$ cat src/rtl/kmap_lut_engine_if.sv
// Bus bundle for kmap_lut_engine: table-write port, eval stream and scan control.
// Eval stream: a beat transfers on a rising edge where valid && ready; the producer holds
// its payload stable while valid && !ready, and ready may depend combinationally on the
// consumer's ready but never on valid.
interface kmap_lut_engine_if #(
    parameter int N_IN = 4
) ();
    logic            cfg_we;
    logic [N_IN-1:0] cfg_addr;
    logic            cfg_data;
    logic            in_valid;
    logic [N_IN-1:0] in_vec;
    logic            in_ready;
    logic            out_valid;
    logic            out_bit;
    logic            out_ready;
    logic            scan_start;
    logic            scan_busy;
    logic            scan_done;
    logic [N_IN:0]   minterm_cnt;

    modport master (
        output cfg_we, cfg_addr, cfg_data, in_valid, in_vec, out_ready, scan_start,
        input  in_ready, out_valid, out_bit, scan_busy, scan_done, minterm_cnt
    );

    modport slave (
        input  cfg_we, cfg_addr, cfg_data, in_valid, in_vec, out_ready, scan_start,
        output in_ready, out_valid, out_bit, scan_busy, scan_done, minterm_cnt
    );
endinterface

$ cat src/rtl/kmap_lut_engine.sv
// Runtime-writable N_IN-input truth table with a one-stage eval stream and a
// minterm-counting self-scan; dbg_state exposes the scan FSM.
module kmap_lut_engine #(
    parameter int                   N_IN = 4,
    parameter logic [(1<<N_IN)-1:0] INIT = '0
) (
    input  logic                   clk,
    input  logic                   rst,
    kmap_lut_engine_if.slave       bus,
    output logic [1:0]             dbg_state
);
    localparam int DEPTH = 1 << N_IN;

    typedef enum logic [1:0] {
        S_IDLE = 2'd0,
        S_SCAN = 2'd1,
        S_DONE = 2'd2
    } state_e;

    state_e           state_q, state_d;
    logic [DEPTH-1:0] table_q, table_d;
    logic [N_IN-1:0]  idx_q, idx_d;
    logic [N_IN:0]    acc_q, acc_d;
    logic [N_IN:0]    cnt_q, cnt_d;
    logic             out_valid_q, out_valid_d;
    logic             out_bit_q, out_bit_d;
    logic             busy_q, busy_d;
    logic             done_q, done_d;

    logic             in_ready;
    logic             xfer;
    logic             table_we;
    logic [N_IN:0]    acc_next;

    assign in_ready = !busy_q && (!out_valid_q || bus.out_ready);
    assign xfer     = bus.in_valid && in_ready;
    assign table_we = bus.cfg_we && (state_q != S_SCAN);
    // Accumulator is one bit wider than the index so a full on-set does not wrap.
    assign acc_next = acc_q + {{N_IN{1'b0}}, table_q[idx_q]};

    always_comb begin
        table_d = table_q;
        if (table_we) begin
            table_d[bus.cfg_addr] = bus.cfg_data;
        end

        // Eval reads table_q, so a same-cycle write to the same entry returns the old value.
        out_valid_d = out_valid_q;
        out_bit_d   = out_bit_q;
        if (xfer) begin
            out_valid_d = 1'b1;
            out_bit_d   = table_q[bus.in_vec];
        end else if (bus.out_ready) begin
            out_valid_d = 1'b0;
        end

        state_d = state_q;
        idx_d   = idx_q;
        acc_d   = acc_q;
        cnt_d   = cnt_q;
        busy_d  = 1'b0;
        done_d  = 1'b0;
        case (state_q)
            S_IDLE, S_DONE: begin
                if (bus.scan_start) begin
                    state_d = S_SCAN;
                    idx_d   = '0;
                    acc_d   = '0;
                    busy_d  = 1'b1;
                end else begin
                    state_d = S_IDLE;
                end
            end
            S_SCAN: begin
                acc_d  = acc_next;
                idx_d  = idx_q + {{(N_IN-1){1'b0}}, 1'b1};
                busy_d = 1'b1;
                // Terminal on the all-ones index; the count lands as DONE is entered.
                if (idx_q == {N_IN{1'b1}}) begin
                    state_d = S_DONE;
                    cnt_d   = acc_next;
                    busy_d  = 1'b0;
                    done_d  = 1'b1;
                end
            end
            default: begin
                state_d = S_IDLE;
            end
        endcase
    end

    always_ff @(posedge clk) begin
        if (rst) begin
            table_q     <= INIT;
            state_q     <= S_IDLE;
            idx_q       <= '0;
            acc_q       <= '0;
            cnt_q       <= '0;
            out_valid_q <= 1'b0;
            out_bit_q   <= 1'b0;
            busy_q      <= 1'b0;
            done_q      <= 1'b0;
        end else begin
            table_q     <= table_d;
            state_q     <= state_d;
            idx_q       <= idx_d;
            acc_q       <= acc_d;
            cnt_q       <= cnt_d;
            out_valid_q <= out_valid_d;
            out_bit_q   <= out_bit_d;
            busy_q      <= busy_d;
            done_q      <= done_d;
        end
    end

    assign bus.in_ready    = in_ready;
    assign bus.out_valid   = out_valid_q;
    assign bus.out_bit     = out_bit_q;
    assign bus.scan_busy   = busy_q;
    assign bus.scan_done   = done_q;
    assign bus.minterm_cnt = cnt_q;
    assign dbg_state       = state_q;
endmodule
$ cat src/flat_wrapper.sv
// flat-port wrapper written by rule: the top's interface ports become plain ports
module kmap_lut_engine_flat 
#(
    parameter int                   N_IN = 4,
    parameter logic [(1<<N_IN)-1:0] INIT = '0
)
  (clk, rst, dbg_state, bus_cfg_we, bus_cfg_addr, bus_cfg_data, bus_in_valid, bus_in_vec, bus_out_ready, bus_scan_start, bus_in_ready, bus_out_valid, bus_out_bit, bus_scan_busy, bus_scan_done, bus_minterm_cnt);
  kmap_lut_engine_if #(.N_IN(N_IN)) bus_i ();
  input  logic clk;
  input  logic rst;
  output logic [1:0] dbg_state;
  input wire logic [$bits(bus_i.cfg_we)-1:0] bus_cfg_we;
  input wire logic [$bits(bus_i.cfg_addr)-1:0] bus_cfg_addr;
  input wire logic [$bits(bus_i.cfg_data)-1:0] bus_cfg_data;
  input wire logic [$bits(bus_i.in_valid)-1:0] bus_in_valid;
  input wire logic [$bits(bus_i.in_vec)-1:0] bus_in_vec;
  input wire logic [$bits(bus_i.out_ready)-1:0] bus_out_ready;
  input wire logic [$bits(bus_i.scan_start)-1:0] bus_scan_start;
  output wire logic [$bits(bus_i.in_ready)-1:0] bus_in_ready;
  output wire logic [$bits(bus_i.out_valid)-1:0] bus_out_valid;
  output wire logic [$bits(bus_i.out_bit)-1:0] bus_out_bit;
  output wire logic [$bits(bus_i.scan_busy)-1:0] bus_scan_busy;
  output wire logic [$bits(bus_i.scan_done)-1:0] bus_scan_done;
  output wire logic [$bits(bus_i.minterm_cnt)-1:0] bus_minterm_cnt;
  assign bus_i.cfg_we = bus_cfg_we;
  assign bus_i.cfg_addr = bus_cfg_addr;
  assign bus_i.cfg_data = bus_cfg_data;
  assign bus_i.in_valid = bus_in_valid;
  assign bus_i.in_vec = bus_in_vec;
  assign bus_i.out_ready = bus_out_ready;
  assign bus_i.scan_start = bus_scan_start;
  assign bus_in_ready = bus_i.in_ready;
  assign bus_out_valid = bus_i.out_valid;
  assign bus_out_bit = bus_i.out_bit;
  assign bus_scan_busy = bus_i.scan_busy;
  assign bus_scan_done = bus_i.scan_done;
  assign bus_minterm_cnt = bus_i.minterm_cnt;
  kmap_lut_engine #(.N_IN(N_IN), .INIT(INIT)) u_core (.clk(clk), .rst(rst), .bus(bus_i), .dbg_state(dbg_state));
endmodule
$ cat config.mk
export PLATFORM = sky130hd
export DESIGN_NAME = kmap_lut_engine_flat
export DESIGN_NICKNAME = d
export VERILOG_FILES = /design/src/rtl/kmap_lut_engine_if.sv /design/src/rtl/kmap_lut_engine.sv /design/src/flat_wrapper.sv
export SDC_FILE = /design/constraint.sdc
export NUM_CORES = 1
export LEC_CHECK = 0
export CAP_MARGIN = 20
export CORE_MARGIN = 2
export CORE_UTILIZATION = 30
export CTS_CLUSTER_DIAMETER = 50
export DETAILED_ROUTE_END_ITERATION = 6
export HOLD_SLACK_MARGIN = 0.03
export PLACE_DENSITY = 0.58
export RECOVER_POWER = 100
export SYNTH_ARGS = -nofsm -noshare
export SYNTH_HDL_FRONTEND = slang
export SYNTH_SLANG_ARGS = --single-unit
$ cat constraint.sdc
create_clock -name clk -period 2.35 [get_ports clk]
set_input_delay 0.235 -clock clk [delete_from_list [all_inputs] [get_ports clk]]
set_output_delay 0.235 -clock clk [all_outputs]
set_load 0.1 [all_outputs]
Word level (Yosys, flattened, before mapping)
Cells that the tools add are included.

Equal/unequal tests: 6. Magnitude comparators: 4. Reduce and logical (&&, ||, !) cells: 14. Bitwise operators: 1. Multiplexer cells: 20. $add $sub $neg: 2.

Operators with widths (count): 16-bit bitwise mux (1); 4-bit by 5-bit < comparator with 1-bit output (second input constant) (3); 5-bit case mux with 2 select lines (1); 1-bit 2-to-1 mux (9); 1-bit binary-select mux with 4-bit select (2); 4-bit case mux with 2 select lines (1); 5-bit by 1-bit adder with 5-bit output (1); 5-bit 2-to-1 mux (1); 4-bit by 1-bit adder with 4-bit output (second input constant) (1); 1-bit demux with 4-bit select (1); 4-bit == test (second input constant) (1); 4-bit by 1-bit >= comparator with 1-bit output (second input constant) (1); 1-bit logical AND (4); 4-bit 2-to-1 mux (1); 2-bit by 1-bit != test with 1-bit output (second input constant) (2); 2-bit case mux with 2 select lines (1); 2-bit AND reduction (2); 2-bit nonzero test (2); 2-bit OR reduction (2); 2-bit by 1-bit == test with 1-bit output (second input constant) (1); 2-bit == test (second input constant) (1); 1-bit zero test (2); 2-bit zero test (1); 2-bit 2-to-1 mux (1); 4 further kinds (4).

Bits in registers: 36. Output and inout port bits: 12. Input port bits: 15.

Depth between registers and ports, before layout
Gate-level depths: netlist of run 1.

Word-level depth: 5. Mapped depth: 9. Depth with buffers taken out: 8.

Worst setup path before layout of run 1
OpenSTA, ideal clock, no wires.

Path kind: reg2reg. Start point: reg u_core.idx_q[0]. End point: reg u_core.acc_q[4]. Cell stages (with the launch flop): 10. Slack: -154 ps. Required time: 2222 ps. Arrival: 2376 ps. Cells stage by stage: dfxtp_1 > buf_6 > mux4_1 > mux4_2 > ha_1 > ha_1 > nand3_1 > xor2_1 > a2bb2oi_1 > nor2_1.

Longest elaborated chain between the ends: 4.

RTL lines: start, declared (line kmap_lut_engine.sv:22) `logic [N_IN-1:0] idx_q, idx_d;`; start signal, assigned (line kmap_lut_engine.sv:106) `idx_q <= idx_d;`; 1-bit binary-select mux with 4-bit select (line kmap_lut_engine.sv:39) `assign acc_next = acc_q + {{N_IN{1'b0}}, table_q[idx_q]};`; 1-bit 2-to-1 mux (not written as such) (line kmap_lut_engine.sv:39); 5-bit by 1-bit adder with 5-bit output (line kmap_lut_engine.sv:39); 5-bit case mux with 2 select lines (line kmap_lut_engine.sv:63) `case (state_q)`; end signal, assigned (line kmap_lut_engine.sv:97) `acc_q <= '0;`; end signal, assigned (line kmap_lut_engine.sv:107) `acc_q <= acc_d;`; end, declared (line kmap_lut_engine.sv:23) `logic [N_IN:0] acc_q, acc_d;`.

No other way between the ends. The select of a mux whose other input is x is not followed. A chain may end at the register's enable or synchronous reset.

Worst setup path in the final report of run 1
Start point: reg u_core.idx_q[0]. End point: reg u_core.cnt_q[4], in the netlist u_core.bus.minterm_cnt[4].

Longest elaborated chain between the ends: 3. Elaborated cells on any way between the ends: 5.

RTL lines: 1-bit binary-select mux with 4-bit select (line kmap_lut_engine.sv:39); 1-bit 2-to-1 mux (not written as such) (line kmap_lut_engine.sv:39); 5-bit by 1-bit adder with 5-bit output (line kmap_lut_engine.sv:39); end signal, assigned (line kmap_lut_engine.sv:108) `cnt_q <= cnt_d;`; end, declared (line kmap_lut_engine.sv:24) `logic [N_IN:0] cnt_q, cnt_d;`.

Parallel ways exist; a longest one is shown, timed or not. The select of a mux whose other input is x is not followed.

==> impl_metrics.csv, run 1 <==
group,metric,value,unit
critical_path,reg2reg_slack,0.009,ns
place,dp.cells,292,
synthesis,synth_seq_cells,36,
timing,period_share,99.6,%
floorplan,chipWidth,81.4,µm
floorplan,dieHeight,81.4,µm
critical_path,rr_startpoint,"u_core.idx_q[0]",
grt,grt-ovfl-total,0,
critical_path,crit_type,"reg -> reg",
timing,skew,0.00946,ns
drt,wl_met2,2040,µm
drt,viasPerCell,5.11,
finish,layout_commonest_cell,"dfxtp_1",
synthesis,synthCells,189,
synthesis,yosysSeqAreaShare,40.1,%
floorplan,initial_utilization,30.8,%
clocking,cts-htree-levels,2,
clocking,cts-root-buf,"clkbuf_8",
drt,wire_per_inst,14.7,µm
floorplan,num_rows,28,
timing,slew_headroom,21.8,%
drt,drtAntennaViolNets,0,
grt,grt_pass1_vias,1481,
pwr,ir_drop,0.298,mV
timing,finalSetupViolCount,0,
critical_path,slowest_stage,"mux4_2",
drt,drc_errors,0,
synthesis,ys_types,38,
critical_path,critPathRequiredTime,2.57,ns
critical_path,cp_max_fo,5,
synthesis,yosys.area_share.simple,22.6,%
pwr,p_total,1430,µW
critical_path,cp.arrival,2.56,ns
drt,dr_wl_met3,233,µm
synthesis,synth_mux_area_share,14.3,%
synthesis,yosysWarnings,0,
synthesis,synth_top_family_by_area,"simple AND/OR/NAND/NOR gates",
drt,wl,4430,µm
synthesis,synth_compound_area_share,16.1,%
synthesis,synth_fp_nets,207,
hold_path,min_path_type,"reg -> reg",
clocking,cts_tree,"built",
critical_path,startpoint_type,"flop",
timing,timing_max_transition_violations_final,0,
timing,min_period,2.34,ns
critical_path,rr_worst_depth,8,
timing,tightest_slew,1.18,ns
drt,wl_met1,2090,µm
finish,final_nets,243,
finish,antenna_cells,0,
hold_path,min_to,"u_core.bus.minterm_cnt[3]",
finish,drive_gt1_share,20.8,%
critical_path,slowest_delay,0.51,ns
finish,fin_cells,301,
synthesis,synth_fa_ha_area_share,2.09,%
finish,area_growth,27.7,%
grt,antenna_found_initial,0,
timing,fin_hold_ws,0.487,ns
critical_path,r2r-end,"u_core.bus.minterm_cnt[4]",
synthesis,synth_top_cells_by_area,"dfxtp_1 40%, mux4_2 6.3%, a21oi_1 6.1%",
grt,grt_max_degree,37,
run,maxCapViolations,0,
grt,grt_pass1_wl,7260,µm
synthesis,syn_avg_cell_area,9.52,µm²
timing,rsz0062_at_grt,"yes",
place,hpwl,3180,µm
place,placement.io_buffers,26,
drt,firstDrtPassIters,4,
floorplan,ios,27,
timing,hold_viol,0,
hold_path,min-delay-start,"u_core.bus.minterm_cnt[3]",
drt,vias,1538,
synthesis,synth_top_area_share,40.1,%
clocking,insertion_delay,0.29,ns
synthesis,synthXorXnorAreaFrac,1.46,%
synthesis,synth_area,1800,µm²
pwr,leakagePower,0.000775,µW
drt,dr.max_layer_used,"met4",
timing,clock.fmax,0.427,GHz
floorplan,die_area,6630,µm²
run_status,status,"complete, no violations",
finish,layout_common_cells,"35 x dfxtp_1, 22 x a21oi_1, 19 x nor2_1",
clocking,path_clk_slew,0.08,ns
critical_path,cp-end-kind,"flop",
clocking,numCtsBuffers,5,
place,gp_congestion,0.782,
clocking,cts_sinks,36,
floorplan,core,5850,µm²
grt,grt_usage,14.3,%
critical_path,path_cells,"mux4_2, mux4_2, ha_4, ha_4, nand3_2, xor2_2, buf_4, a211oi_2",
synthesis,synth.largest_area_cell,"dfxtp_1",
clocking,clockBufferDepth,2,
drt,drtIter0Drc,89,
hold_path,hold_depth,2,
pwr,powerDensity,623,nW/µm²
## Yosys cell counts (all sizes together)
cell     number
ha            3
a21boi        2
nand4         5
nand2b        4
mux2i         4
xor2          1
nor2b         6
and4          1
nand2         2
a211oi        2
nor2         21
dfxtp        36
a2111oi       1
nand3b        2
and2b         1
or2           1
and3          1
or4b          1
a22oi         4
nand3        15
mux4          9
nand4b        2
o21ai        19
nor3b         1
a21oi        22
and4b         3
xnor2         2
clkbuf        7
nor3          4
inv           1
nor4b         1
a2bb2oi       1
buf           4
## worst max-delay path by stage
stage / startpoint / end / slack (ns) / cells past startpoint
after detailed placement: u_core.idx_q[0] / u_core.acc_q[4] / -0.17 / 8
after CTS: u_core.idx_q[0] / u_core.acc_q[4] / 0.003 / 8
after global placement: u_core.idx_q[0] / u_core.acc_q[4] / -0.1 / 8
after global routing: u_core.idx_q[0] / u_core.bus.minterm_cnt[4] / -0.07 / 8
after floorplan: u_core.idx_q[0] / u_core.acc_q[4] / -0.07 / 9
final: u_core.idx_q[0] / u_core.bus.minterm_cnt[4] / 0.009 / 8
## stage by stage
step                      utilization, %  setup WS, ns  TNS, ns  instance area [µm²]
after floorplan                        -       -0.0702  -0.0702                 1810
after global placement              37.1       -0.0973   -0.148                 2170
after detailed placement            37.1        -0.169   -0.411                 2170
after CTS                           39.6       0.00300        0                 2320
after global routing                39.3       -0.0672   -0.122                 2300
final                               39.3       0.00927        0                 2300
## repair_timing
item,in CTS,in global routing
pin swaps,2,3
setup buffers,1,0
hold buffers,0,0
gates resized for setup,9,6
setup endpoints to repair,5,4
## cells by family after synthesis
| logic type | Yosys count |
|---|---|
| AND/OR/NAND/NOR | 71 |
| multiplexers | 13 |
| XOR/XNOR | 3 |
| flip-flops | 36 |
| AO/OA/AOI/OAI | 51 |
| adder cells (fa/ha/maj) | 3 |
| buffers and inverters | 12 |
## sequential cells by signal, summed over array words and instances, names as in the netlist
signal / count
u_core.bus.scan_done: 1
u_core.bus.scan_busy: 1
u_core.table_q: 16
u_core.acc_q: 5
u_core.bus.out_valid: 1
u_core.idx_q: 4
u_core.bus.out_bit: 1
u_core.dbg_state: 2
u_core.bus.minterm_cnt: 5
## worst max-delay path: cells and delay by family (launching register included)
kind / cells / cell delay, ns
AO/OA/AOI/OAI: 1 / 0.20
XOR/XNOR: 1 / 0.07
flip-flops: 1 / 0.40
multiplexers: 2 / 1.02
AND/OR/NAND/NOR: 1 / 0.08
buffers and inverters: 1 / 0.14
adder cells (fa/ha/maj): 2 / 0.36
## layout make-up
| cell class | instances | area (µm²) |
|---|---|---|
| well taps | 75 | 93.8 |
| fillers | 591 | 3550 |
| inverters | 1 | 3.75 |
| multi-input cells | 141 | 1050 |
| clock buffers | 7 | 96.3 |
| clock inverters | 1 | 30.0 |
| repair buffers | 40 | 295 |
| flip-flops and latches | 36 | 724 |
## per-layer routing
layer / vias to the layer above / track usage, %
li1: 781 / -
met1: 709 / 19.1
met2: 39 / 22.9
met3: 9 / 3.30
met4: 0 / 4.41
met5: - / 0
## report_power, final
group | switching [µW] | total, µW | internal [µW]
combinational | 132 | 194 | 62.6
sequential | 12.3 | 632 | 620
clock | 229 | 604 | 375
total | 373 | 1430 | 1060
Note: power is estimated with default switching activity, not from simulation.
==> inputs of run 2 (changes only) <==
Settings changed: DONT_BUFFER_PORTS from default to 1, PLACE_DENSITY 0.58 to 0.52.
==> run 2 against run 1 <==
Net effect:
- wire length is 4.9% higher
- flip-flop and latch count unchanged
- clock skew is 0.0024 ns lower
- sequential power about the same
- sequential share of layout area down 0.54 points
- clock-buffer cell count stayed put
- clock power down 22%
- cell count up 1.7%
- first-iteration DRC count shrank 24%
- largest cell class unchanged
- largest power group unchanged
==> impl_metrics.csv, run 2 (same netlist as run 1, synthesis figures left out) <==
group,metric,value,unit
timing,tns,0,ns
grt,grt_usage,15.0,%
critical_path,rr_startpoint,"u_core.idx_q[0]",
timing,tightest_slew,1.20,ns
finish,layout_common_cells,"35 x dfxtp_1, 26 x dlygate4sd3_1, 22 x a21oi_1",
pwr,leakagePower,0.000853,µW
pwr,p_clk_share,37.2,%
clocking,numCtsBuffers,5,
grt,grt-ovfl-total,0,
grt,grt_pass1_wl,7610,µm
timing,layout_setup_ws,0.0278,ns
finish,top_register,"u_core.table_q",
pwr,ir_drop,0.306,mV
drt,wl,4650,µm
finish,drive_gt1_share,17.3,%
timing,hold_viol,0,
timing,clock.fmax,0.431,GHz
critical_path,slowest_delay,0.51,ns
clocking,cts_setup_buffers,0,
hold_path,min_path_type,"in -> reg",
floorplan,core,5850,µm²
critical_path,startpoint_type,"flop",
grt,grt_max_degree,37,
critical_path,cp.arrival,2.50,ns
floorplan,initial_utilization,30.8,%
drt,vias,1627,
timing,period_share,98.8,%
pwr,sequentialPowerShare,49.8,%
timing,min_period,2.32,ns
drt,wire_per_inst,15.2,µm
clocking,cts_sinks,36,
drt,drc_errors,0,
drt,drtIter0Drc,68,
clocking,postCtsHoldBufs,26,
finish,layout_commonest_cell,"dfxtp_1",
critical_path,crit_family,"multiplexers",
timing,rsz0062_at_grt,"yes",
finish,antenna_cells,0,
clocking,insertion_delay,0.28,ns
clocking,cts_tree,"built",
critical_path,cp-end-kind,"flop",
place,placement.io_buffers,0,
pwr,swShare,25.7,%
pwr,combinationalPowerShare,13.1,%
critical_path,slowest_stage,"mux4_2",
floorplan,die_area,6630,µm²
pwr,powerDensity,541,nW/µm²
timing,finalSetupViolCount,0,
critical_path,path_cells,"mux4_2, mux4_2, ha_4, ha_4, nand3_2, xor2_2, a2bb2oi_1, nor2_1",
finish,largest_reg_flops,16,
finish,final_nets,249,
place,gp_congestion,0.822,
place,hpwl,3170,µm
grt,antenna_found_initial,0,
timing,timing_max_transition_violations_final,0,
pwr,intPower,938,µW
finish,area_growth,29.9,%
clocking,clockBufferDepth,2,
critical_path,critPathRequiredTime,2.53,ns
run,maxCapViolations,0,
hold_path,min-delay-start,"rst",
pwr,power.switching,325,µW
place,pre_cts_slack,-0.178,ns
floorplan,dieHeight,81.4,µm
clocking,path_clk_slew,0.07,ns
grt,grt_pass1_vias,1545,
timing,skew,0.00708,ns
critical_path,cp_max_fo,5,
floorplan,ios,27,
timing,slew_headroom,20.0,%
floorplan,chipWidth,81.4,µm
critical_path,path_buf_inv,0,
drt,firstDrtPassIters,4,
floorplan,num_rows,28,
critical_path,cp-startpoint,"u_core.idx_q[0]",
critical_path,crit_type,"reg -> reg",
clocking,cts-root-buf,"clkbuf_8",
run_status,status,"complete, no violations",
drt,viasPerCell,5.32,
drt,drtAntennaViolNets,0,
clocking,cts-htree-levels,2,
==> run 2: path summary, 6_finish.rpt <==
path,endpoint,slack (ns),cells after the start
max reg2reg,u_core.acc_q[4],0.03,8
min,u_core.bus.minterm_cnt[3],0.02,1
min reg2reg,u_core.bus.minterm_cnt[0],0.49,2
max,u_core.acc_q[4],0.03,8
==> run 2: layer usage <==
layer	vias to the layer above	global-route usage, %	part of all wire (%)
li1	790	-	-
met1	778	18.9	44
met2	50	25.3	49
met3	9	3.85	6.1
met4	0	4.07	0.97
met5	-	0	0
==> run 2: timing repair <==
item | 4_1_cts | 5_1_grt
setup endpoints to repair | 5 | 11
pin swaps | 2 | 3
resized for setup | 10 | 6
gates cloned | 0 | 0
endpoints found under the hold margin | 36 | 10
==> run 2: power by group through the flow <==
stage                     sequential [µW]  combinational, µW  clock, µW
after floorplan                       682               98.2          0
after global placement                642                153          0
after detailed placement              642                152          0
after CTS                             629                167        480
after global routing                  631                176        513
final                                 629                165        470
==> run 2: worst register-to-register path: stages, from the launching register on <==
cell       delay [ns]
dfxtp_4          0.40
mux4_2           0.50
mux4_2           0.51
ha_4             0.19
ha_4             0.16
nand3_2          0.08
xor2_2           0.16
a2bb2oi_1        0.17
nor2_1           0.06
==> run 2: cell type report <==
cell class / instances / area (µm²)
Clock buffer: 7 / 96.3
Fill cell: 591 / 3510
Inverter: 1 / 3.75
Multi-Input combinational cell: 141 / 1040
Sequential cell: 36 / 724
Tap cell: 75 / 93.8
Timing Repair Buffer: 46 / 377
==> run 2: metrics by stage <==
stage	instance area, µm²	total power, µW	util [%]	hold slack (ns)	cells
detailed placement	1990	795	34.1	0.313	273
global route	2340	1320	39.9	0.00155	306
floorplan	1810	781	-	0.448	189
CTS	2360	1280	40.4	0.0114	306
global placement	1990	795	34.1	0.311	273
finish	2340	1260	39.9	0.0228	306
